## src/rtl/dsp_fir_pkg.sv

```systemverilog
// Shared types, default RRC prototype and arithmetic helpers for the polyphase FIR.
package dsp_fir_pkg;

    typedef enum logic {
        ST_IDLE = 1'b0,
        ST_RUN  = 1'b1
    } issue_state_e;

    localparam int RRC_TAPS = 33;

    // Root-raised-cosine prototype, 4 samples/symbol, symmetric about h[16].
    localparam logic signed [11:0] DEFAULT_RRC [RRC_TAPS] = '{
        -12'sd10,  -12'sd3,   12'sd11,  12'sd22,  12'sd24,  12'sd12,  -12'sd14, -12'sd44,
        -12'sd70,  -12'sd82,  -12'sd60, -12'sd4,  12'sd96,  12'sd333, 12'sd654, 12'sd952,
        12'sd1133,
        12'sd952,  12'sd654,  12'sd333, 12'sd96,  -12'sd4,  -12'sd60, -12'sd82, -12'sd70,
        -12'sd44,  -12'sd14,  12'sd12,  12'sd24,  12'sd22,  12'sd11,  -12'sd3,  -12'sd10
    };

    function automatic int clog2(input int v);
        int r;
        r = 0;
        for (int i = 0; i < 31; i++) begin
            if ((1 << i) < v) r = i + 1;
        end
        return r;
    endfunction

    // Round half-up after an arithmetic right shift.
    function automatic logic signed [63:0] round_shift(input logic signed [63:0] acc, input int shift);
        logic signed [63:0] rnd;
        rnd = (shift > 0) ? (64'sd1 <<< (shift - 1)) : 64'sd0;
        return (acc + rnd) >>> shift;
    endfunction

    // True when the rounded value does not fit in out_w signed bits.
    function automatic logic sat_check(input logic signed [63:0] acc, input int shift, input int out_w);
        logic signed [63:0] t;
        t = round_shift(acc, shift);
        return (t > ((64'sd1 <<< (out_w - 1)) - 64'sd1)) || (t < -(64'sd1 <<< (out_w - 1)));
    endfunction

    // Round, then clamp to [-2^(out_w-1), 2^(out_w-1)-1].
    function automatic logic signed [63:0] round_sat(input logic signed [63:0] acc, input int shift, input int out_w);
        logic signed [63:0] t;
        logic signed [63:0] hi;
        logic signed [63:0] lo;
        t  = round_shift(acc, shift);
        hi = (64'sd1 <<< (out_w - 1)) - 64'sd1;
        lo = -(64'sd1 <<< (out_w - 1));
        if (t > hi) return hi;
        if (t < lo) return lo;
        return t;
    endfunction

endpackage

```

## src/rtl/fir_phase_mac.sv

```systemverilog
// One channel of the polyphase FIR: L tap products, then sum / round / saturate.
module fir_phase_mac
    import dsp_fir_pkg::*;
#(
    parameter int DATA_W = 2,
    parameter int COEF_W = 12,
    parameter int L      = 9,
    parameter int ACC_W  = 18,
    parameter int OUT_W  = 14,
    parameter int SHIFT  = 0
) (
    input  logic                  clk,
    input  logic                  rst_n,
    input  logic                  adv,
    input  logic                  vld_p0,
    input  logic                  vld_p1,
    input  logic [L*DATA_W-1:0]   hist,
    input  logic [L*COEF_W-1:0]   coefs,
    output logic [OUT_W-1:0]      out_data,
    output logic                  sat_hit
);
    localparam int PRD_W = DATA_W + COEF_W;

    logic signed [PRD_W-1:0] prod_p1_d [L];
    logic signed [PRD_W-1:0] prod_p1_q [L];
    logic signed [ACC_W-1:0] acc_p1;
    logic signed [63:0]      acc64_p1;
    logic [OUT_W-1:0]        out_d;
    logic [OUT_W-1:0]        out_q;
    logic                    hit_p1;

    // Stage p0 -> p1: multiply history by the selected phase's coefficients
    always_comb begin
        for (int k = 0; k < L; k++) begin
            prod_p1_d[k] = PRD_W'($signed(hist[k*DATA_W +: DATA_W]))
                         * PRD_W'($signed(coefs[k*COEF_W +: COEF_W]));
        end
    end

    // Product registers; data only, qualified by the valid pipeline
    always_ff @(posedge clk) begin
        if (adv && vld_p0) prod_p1_q <= prod_p1_d;
    end

    // Stage p1 -> p2: full-precision sum, round, saturate
    always_comb begin
        acc_p1 = '0;
        for (int k = 0; k < L; k++) begin
            acc_p1 = acc_p1 + ACC_W'(prod_p1_q[k]);
        end
        acc64_p1 = {{(64-ACC_W){acc_p1[ACC_W-1]}}, acc_p1};
        hit_p1   = sat_check(acc64_p1, SHIFT, OUT_W);
        out_d    = out_q;
        if (adv && vld_p1) out_d = OUT_W'(round_sat(acc64_p1, SHIFT, OUT_W));
    end

    // Output register holds while stalled or idle
    always_ff @(posedge clk or negedge rst_n) begin
        if (!rst_n) out_q <= '0;
        else        out_q <= out_d;
    end

    assign out_data = out_q;
    assign sat_hit  = adv && vld_p1 && hit_p1;

endmodule

```

## src/rtl/polyphase_interp_fir.sv

```systemverilog
// Multi-channel polyphase interpolating RRC FIR: issue FSM, symbol history,
// programmable coefficient table and one MAC per channel.
module polyphase_interp_fir
    import dsp_fir_pkg::*;
#(
    parameter int CH     = 2,
    parameter int DATA_W = 2,
    parameter int COEF_W = 12,
    parameter int TAPS   = 33,
    parameter int UPS    = 4,
    parameter int OUT_W  = 14,
    parameter int SHIFT  = 0
) (
    input  logic                      clk,
    input  logic                      rst_n,
    input  logic                      in_valid,
    output logic                      in_ready,
    input  logic [CH*DATA_W-1:0]      in_data,
    output logic                      out_valid,
    input  logic                      out_ready,
    output logic [CH*OUT_W-1:0]       out_data,
    input  logic                      coef_we,
    input  logic [clog2(TAPS)-1:0]    coef_addr,
    input  logic [COEF_W-1:0]         coef_wdata,
    output logic                      sat,
    input  logic                      sat_clr
);
    localparam int L     = (TAPS + UPS - 1) / UPS;
    localparam int ACC_W = DATA_W + COEF_W + clog2(L);
    localparam int PW    = clog2(UPS);

    issue_state_e            state_q, state_d;
    logic [PW-1:0]           phase_q, phase_d;
    logic signed [DATA_W-1:0] hist_q [CH][L];
    logic signed [DATA_W-1:0] hist_d [CH][L];
    logic signed [COEF_W-1:0] coef_q [TAPS];
    logic signed [COEF_W-1:0] coef_d [TAPS];
    logic signed [COEF_W-1:0] coef_pad [UPS*L];
    logic                    vld_p1_q, vld_p1_d;
    logic                    out_valid_q, out_valid_d;
    logic                    sat_q, sat_d;
    logic                    stall, adv, last_phase, accept, vld_p0;
    logic [L*COEF_W-1:0]     coef_sel;
    logic [L*DATA_W-1:0]     hist_flat [CH];
    logic [OUT_W-1:0]        mac_out [CH];
    logic [CH-1:0]           mac_sat;

    // Issue state register: FSM, phase counter and per-channel symbol history
    always_ff @(posedge clk or negedge rst_n) begin
        if (!rst_n) begin
            state_q <= ST_IDLE;
            phase_q <= '0;
            hist_q  <= '{default: '0};
        end else begin
            state_q <= state_d;
            phase_q <= phase_d;
            hist_q  <= hist_d;
        end
    end

    // Next issue state: accept shifts a symbol in, otherwise step through phases
    always_comb begin
        state_d = state_q;
        phase_d = phase_q;
        hist_d  = hist_q;
        if (accept) begin
            for (int c = 0; c < CH; c++) begin
                for (int k = L - 1; k > 0; k--) hist_d[c][k] = hist_q[c][k-1];
                hist_d[c][0] = in_data[c*DATA_W +: DATA_W];
            end
            phase_d = '0;
            state_d = ST_RUN;
        end else if (state_q == ST_RUN && !stall) begin
            if (last_phase) state_d = ST_IDLE;
            else            phase_d = phase_q + PW'(1);
        end
    end

    // Issue outputs: stall, handshake and issue-stage valid
    always_comb begin
        stall      = out_valid_q && !out_ready;
        adv        = !stall;
        last_phase = (phase_q == PW'(UPS - 1));
        in_ready   = !stall && (state_q == ST_IDLE || last_phase);
        accept     = in_valid && in_ready;
        vld_p0     = (state_q == ST_RUN);
    end

    // Coefficient table: reset to the default prototype, writable at any time
    always_ff @(posedge clk or negedge rst_n) begin
        if (!rst_n) begin
            for (int i = 0; i < TAPS; i++)
                coef_q[i] <= (i < RRC_TAPS) ? COEF_W'(DEFAULT_RRC[i]) : '0;
        end else begin
            coef_q <= coef_d;
        end
    end

    // Coefficient write; addresses past the last tap are dropped
    always_comb begin
        coef_d = coef_q;
        if (coef_we && int'(coef_addr) < TAPS) coef_d[coef_addr] = coef_wdata;
    end

    // Taps beyond the prototype length read as zero
    for (genvar i = 0; i < UPS*L; i++) begin : g_pad
        if (i < TAPS) begin : g_tap
            assign coef_pad[i] = coef_q[i];
        end else begin : g_zero
            assign coef_pad[i] = '0;
        end
    end

    // Stage p0 operands: phase coefficients h[p+k*UPS] and flattened history
    always_comb begin
        coef_sel = '0;
        for (int k = 0; k < L; k++) begin
            for (int p = 0; p < UPS; p++) begin
                if (phase_q == PW'(p)) coef_sel[k*COEF_W +: COEF_W] = coef_pad[p + k*UPS];
            end
        end
        for (int c = 0; c < CH; c++) begin
            for (int k = 0; k < L; k++) hist_flat[c][k*DATA_W +: DATA_W] = hist_q[c][k];
        end
    end

    // Valid pipeline and sticky saturation flag (set wins over clear)
    always_comb begin
        vld_p1_d    = adv ? vld_p0   : vld_p1_q;
        out_valid_d = adv ? vld_p1_q : out_valid_q;
        sat_d       = sat_q;
        if (sat_clr)  sat_d = 1'b0;
        if (|mac_sat) sat_d = 1'b1;
    end

    // Control registers of the sample pipeline
    always_ff @(posedge clk or negedge rst_n) begin
        if (!rst_n) begin
            vld_p1_q    <= 1'b0;
            out_valid_q <= 1'b0;
            sat_q       <= 1'b0;
        end else begin
            vld_p1_q    <= vld_p1_d;
            out_valid_q <= out_valid_d;
            sat_q       <= sat_d;
        end
    end

    for (genvar c = 0; c < CH; c++) begin : g_ch
        fir_phase_mac #(
            .DATA_W (DATA_W),
            .COEF_W (COEF_W),
            .L      (L),
            .ACC_W  (ACC_W),
            .OUT_W  (OUT_W),
            .SHIFT  (SHIFT)
        ) u_mac (
            .clk      (clk),
            .rst_n    (rst_n),
            .adv      (adv),
            .vld_p0   (vld_p0),
            .vld_p1   (vld_p1_q),
            .hist     (hist_flat[c]),
            .coefs    (coef_sel),
            .out_data (mac_out[c]),
            .sat_hit  (mac_sat[c])
        );
        assign out_data[c*OUT_W +: OUT_W] = mac_out[c];
    end

    assign out_valid = out_valid_q;
    assign sat       = sat_q;

endmodule

```

## config.mk

```make
export PLATFORM = sky130hd
export DESIGN_NAME = polyphase_interp_fir
export DESIGN_NICKNAME = d
export VERILOG_FILES = /design/src/rtl/dsp_fir_pkg.sv /design/src/rtl/fir_phase_mac.sv /design/src/rtl/polyphase_interp_fir.sv
export SDC_FILE = /design/constraint.sdc
export NUM_CORES = 2
export LEC_CHECK = 0
export ABC_AREA = 1
export BUFFER_PORTS_ARGS = -buffer_cell sky130_fd_sc_hd__buf_4
export CAP_MARGIN = 40
export CORE_MARGIN = 5
export CORE_UTILIZATION = 64
export CTS_CLUSTER_SIZE = 8
export DETAILED_ROUTE_END_ITERATION = 10
export PLACE_DENSITY = 0.89
export REMOVE_ABC_BUFFERS = 1
export SLEW_MARGIN = 20
export SYNTH_ARGS = -nofsm -noshare
export SYNTH_HDL_FRONTEND = slang
export SYNTH_SLANG_ARGS = --single-unit
```

## constraint.sdc

```tcl
create_clock -name clk -period 19 [get_ports clk]
set_input_delay 2.85 -clock clk [delete_from_list [all_inputs] [get_ports clk]]
set_output_delay 2.85 -clock clk [all_outputs]
set_load 0.05 [all_outputs]
```

* Word level (Yosys, flattened, before mapping)
Cells that the tools add are included.
** Operators by class
- $add $sub $neg :: 17
- $lt $le $gt $ge :: 7
- Mux-type cells :: 65
- Bitwise operators :: 2
- $mul :: 18
- Equality and inequality tests :: 4
- Reduce and logical (&&, ||, !) cells :: 21
** Operator list (count)
- 2-to-1 mux 12 bit :: 37
- bitwise mux 396 bit :: 1
- multiplier 2 x 12 -> 14 bit :: 18
- adder 18 x 14 -> 18 bit :: 12
- 2-to-1 mux 14 bit :: 8
- demux 12 bit (select 6 bit) :: 1
- greater-than comparator 18 x 14 -> 1 bit (second input constant) :: 2
- < comparator 18 x 14 -> 1 bit (second input constant) :: 2
- adder 15 x 14 -> 16 bit :: 2
- adder 14 x 14 -> 15 bit :: 2
- 2-to-1 mux 1 bit :: 15
- logical AND 1 bit :: 9
- >= comparator 7 bit (second input constant) :: 1
- < comparator 7 x 1 -> 1 bit (second input constant) :: 1
- inverter 6 -> 7 bit :: 1
- < comparator 6 bit (second input constant) :: 1
- 2-to-1 mux 2 bit :: 3
- nonzero test 2 bit :: 3
- == test 2 bit (second input constant) :: 2
- AND reduction 2 bit :: 2
- logical OR 1 bit :: 3
- adder 2 x 1 -> 2 bit (second input constant) :: 1
- == test 2 x 1 -> 1 bit (second input constant) :: 1
- zero test 1 bit :: 2
- 4 further kinds :: 4
** Storage, ports and cells
- Logic and storage cells :: 210
- Bits of input ports :: 28
- Output and inout bits :: 31
- Register bits :: 718

* Longest topological paths before layout
- Depth in word-level cells :: 15
- Depth in mapped cells :: 35
- Mapped depth without buffers :: 35

* Hierarchy
From an unflattened synthesis, not the netlist that was laid out.
** Second synthesis, totals
- Cells, all modules :: 5899
- Area total of the unflattened synthesis :: 49931.6 um^2
** Modules (own cells, without submodules)
- polyphase_interp_fir :: cells each 2590, seq. area each 11220.8 um^2, area each 20826.2 um^2, times used 1
- fir_phase_mac at g_ch[0].u_mac :: cells each 1670, seq. area each 4134.0 um^2, area each 14552.7 um^2, times used 1
- fir_phase_mac at g_ch[1].u_mac :: cells each 1639, seq. area each 4134.0 um^2, area each 14552.7 um^2, times used 1

* Worst setup path before layout
Ideal clock, no wire load.
- Kind :: input to register
- Start point :: input out_ready
- End point :: register vld_p1_q
- Path buffers :: 0
- Arrival :: 14.250 ns
- Library setup time :: 0.147 ns
- Required time :: 18.853 ns
- Cell stages on the path :: 3
- Path slack :: 4.603 ns
- Cell sequence :: nor2_1 -> nor2_1 -> o21bai_1
** On the way
- Cells in the longest elaborated chain, start to end :: 2
** Ends and longest elaborated chain
- start: declaration :: line polyphase_interp_fir.sv:20 : input logic out_ready,
- zero test 1 bit :: line polyphase_interp_fir.sv:81 : stall = out_valid_q && !out_ready;
- logical AND 1 bit :: line polyphase_interp_fir.sv:81
- end signal: assignment :: line polyphase_interp_fir.sv:143 : vld_p1_q <= vld_p1_d;
- end: declaration :: line polyphase_interp_fir.sv:39 : logic vld_p1_q, vld_p1_d;
No other way between the ends.
A chain may end at the register's enable or synchronous reset.

* Worst setup path after layout
- Start point :: register g_ch[1].u_mac.prod_p1_q[87] in the netlist's numbering
- End point :: register g_ch[1].u_mac.out_q[8]
** On the way
- Cells in the longest elaborated chain, start to end :: 13
- Elaborated cells on any way between the ends :: 17
- Those cells by class :: add/sub: 7; order compare: 2; mux: 8
** Ends and longest elaborated chain
- start: declaration :: line fir_phase_mac.sv:25 : logic signed [PRD_W-1:0] prod_p1_q [L];
- start signal: assignment :: line fir_phase_mac.sv:42 : if (adv && vld_p0) prod_p1_q <= prod_p1_d;
- adder 15 x 14 -> 16 bit * :: line fir_phase_mac.sv:49 : acc_p1 = acc_p1 + ACC_W'(prod_p1_q[k]);
- adder 18 x 14 -> 18 bit * (6 in series) :: line fir_phase_mac.sv:49
- < comparator 18 x 14 -> 1 bit :: line dsp_fir_pkg.sv:52 : if (t < lo) return lo;
- 2-to-1 mux 1 bit (2 in series) :: line dsp_fir_pkg.sv:52
- 2-to-1 mux 1 bit :: line fir_phase_mac.sv:54 : if (adv && vld_p1) out_d = OUT_W'(round_sat(acc64_p1, SHIFT, OUT_W));
- 2-to-1 mux 14 bit :: line dsp_fir_pkg.sv:53 : return t;
- 2-to-1 mux 14 bit * :: line dsp_fir_pkg.sv:52
- end signal: assignment :: line fir_phase_mac.sv:60 : else out_q <= out_d;
- end: declaration :: line fir_phase_mac.sv:29 : logic [OUT_W-1:0] out_q;
Mark *: on every way between the ends. The rest lies on a longest branch, timed or not. The select of a mux whose other input is x is not followed.

==> reports/qor.txt <==
Vias in the first global route = 38200
# rows = 101
IO Port Bufs = 58
Antenna Nets Post-Route = 0
Die H = 285 µm
Nets = 6190
Top-count cell post-synth = nand2_1
Crit end category = flop
Drt pass-1 iters = 8
DRC errors left = 0
H-tree lvl count = 3
Setup CP Type = reg2reg
Buffer count from post-CTS setup fixing = 0
Ys flop type = dfrtp_1
Hold WC Path Type = reg2reg
Type of origin of the critical path = flop
Synth top cells by count = nand2_1, inv_1, nor2_1
Worst EP required = 19500 ps
Global-route wire length before repair = 212000 µm
Core Util, Final = 0.703
Sequential area share after synthesis = 0.402
Status = finished, final reports clean
Skew final = 58.7 ps
Yosys reg bits = 718
I/O pin total = 59
Hold_buf cts = 0
# Max-Cap Violations = 0
Die area = 0.0814 mm²
Period utilisation layout = 0.380
GRT overflow = 0
Placer's final routability congestion estimate = 1.00
Post-synth top area cell = edfxtp_1
WP data arrival = 7720 ps
Avg WL per Cell = 20.8 µm
Area grow syn2layout = 9.45%
Syn Area/Cell = 8.87 µm²
Slew HR = 0.282
Clk buf depth = 3
Gate Count Post-Synth = 5471
Core Area = 0.0756 mm²
Achievable frequency = 0.138 GHz
Num CTS Buffers = 101
Post_cts resized = 0
Max Transition Viols Final = 0
Clock Latency Late Sink = 690 ps
RSZ-0062 raised after global routing = no
Area contributors post-synth = edfxtp_1, dfrtp_1, ha_1
Area of the mapped netlist = 0.0485 mm²
Slew @ Worst Pin = 1080 ps
Synthesis Warnings = 0
Synth cell types = 46
Post-synth EDFFs = 252
Ys async rst share = 0.649
Diodes inserted = 0
Drt total wl = 136000 µm
Final HPWL DP = 98900 µm
Setup TNS = 0 ps
Initial antenna violation count = 2
Crit-path max FO = 11
Final Hold Viols = 0
Fillers = 5270
Vias per cell = 6.03
GR Util All Layers = 0.331
Pin count of the biggest net entering global routing = 179
Worst-path clk slew = 50 ps
Share of cells above drive strength 1 = 0.0854
Synth top area share = 0.156
Sink Count = 718
Detailed-route via count = 39500
Final worst path period need = 7220 ps
Starting Density = 0.642
# setup viols final = 0
CTS tree = done
Die X-Extent = 285 µm
CTS root buf = clkbuf_16
DR iter-0 viols = 4971
==> worst max-delay path, cell delays in order, from the launching register on <==
cell,delay (ps)
edfxtp_1,400
fa_1,490
ha_1,410
a21oi_1,120
o211ai_1,350
nand2_1,90
nand2_1,110
a21boi_0,140
o21ai_0,260
xor2_1,330
fa_1,510
fa_1,550
inv_1,60
fa_1,530
inv_1,50
fa_1,490
inv_1,40
ha_1,340
nand2_1,150
inv_1,70
a21oi_2,170
nand3_1,140
a21oi_1,250
inv_1,90
nand2_1,60
nand2_1,100
a21oi_1,620
a21oi_1,150
==> area by class of cell <==
class	instances	area, µm²	area share
Clock buffer	177	2820	0.0532
Multi-Input combinational cell	3713	25100	0.472
Timing Repair Buffer	129	1180	0.0222
Clock inverter	10	209	0.00394
Tap cell	978	1220	0.0230
Sequential cell	718	19500	0.367
Inverter	829	3120	0.0587
==> cell families (layout without fill, tap and decap cells) <==
logic type / after synthesis / after routing / synth area share
XOR/XNOR: 235 / 235 / 0.0424
buffers and inverters: 1040 / 1145 / 0.0821
adder cells (fa/ha/maj): 670 / 670 / 0.207
AND/OR/NAND/NOR: 1612 / 1612 / 0.130
flip-flops: 718 / 718 / 0.402
AO/OA/AOI/OAI: 1196 / 1196 / 0.137
==> through the flow <==
step,hold WS (ps),area (µm²),cells,setup slack (ps)
after CTS,481,53000,6541,11740
after global placement,459,49600,6327,11870
after global routing,489,53100,6554,11200
after detailed placement,466,49900,6354,11730
after floorplan,435,47600,5260,4600
final,478,53100,6554,11780
==> per-layer routing <==
metal,share of wire,GRT usage,up-vias
met4,0.057,0.158,2
met3,0.11,0.0613,457
li1,-,-,17900
met5,0.000088,0,-
met1,0.38,0.452,18900
met2,0.45,0.516,2217
==> path summary, 6_finish.rpt <==
| path | slack (ps) | depth (start not counted) | to | from |
|---|---|---|---|---|
| setup / recovery | 11780 | 27 | g_ch[1].u_mac.out_data[8]$_DFFE_PN0P_ | g_ch[1].u_mac.prod_p1_q[87]$_DFFE_PP_ |
| hold / removal | 480 | 2 | out_valid$_DFFE_PN0N_ | vld_p1_q$_DFFE_PN0N_ |
| setup reg to reg | 11780 | 27 | g_ch[1].u_mac.out_data[8]$_DFFE_PN0P_ | g_ch[1].u_mac.prod_p1_q[87]$_DFFE_PP_ |
| hold reg to reg | 480 | 2 | out_valid$_DFFE_PN0N_ | vld_p1_q$_DFFE_PN0N_ |
| max in group asynchronous | 14710 | 3 | coef_pad[101]$_DFFE_PN0P_ | rst_n |
| min in group asynchronous | 2170 | 1 | hist_flat[25]$_DFFE_PN0P_ | rst_n |
==> cells in the final DEF, fill, tap and decap left out, types with 4 or more instances in the layout <==
cell type and count:
nor4_1 4, o21ai_1 5, buf_6 5, nand2_2 4, nor3_1 22, o211ai_1 94
edfxtp_1 252, xor2_1 162, nor2_2 8, a21oi_1 383, nand4_1 9, inv_1 823
o311ai_0 4, a221o_1 11, fa_1 222, nor2_1 600, a211oi_1 6, buf_8 10
clkbuf_1 75, dfrtp_1 258, o221ai_1 31, o21bai_1 16, buf_2 16, buf_4 89
nand3_1 106, xnor2_1 73, o22ai_1 11, dfstp_2 208, a31oi_1 19, a21o_1 13
clkbuf_16 101, o2111ai_1 14, o31ai_1 4, buf_16 6, clkinv_16 4, nand2_1 852
o21ai_0 576, ha_1 446
==> registers in the layout, summed over array words and instances, names as in the netlist <==
name	flops
coef_pad	396
g_ch.u_mac.prod_p1_q	252
hist_flat	36
g_ch.u_mac.out_data	28
phase_q	2
out_valid	1
sat	1
state_q	1
vld_p1_q	1
Power is not shown: default switching activity piles up to over one toggle a cycle in this logic, so the estimate is an artifact.
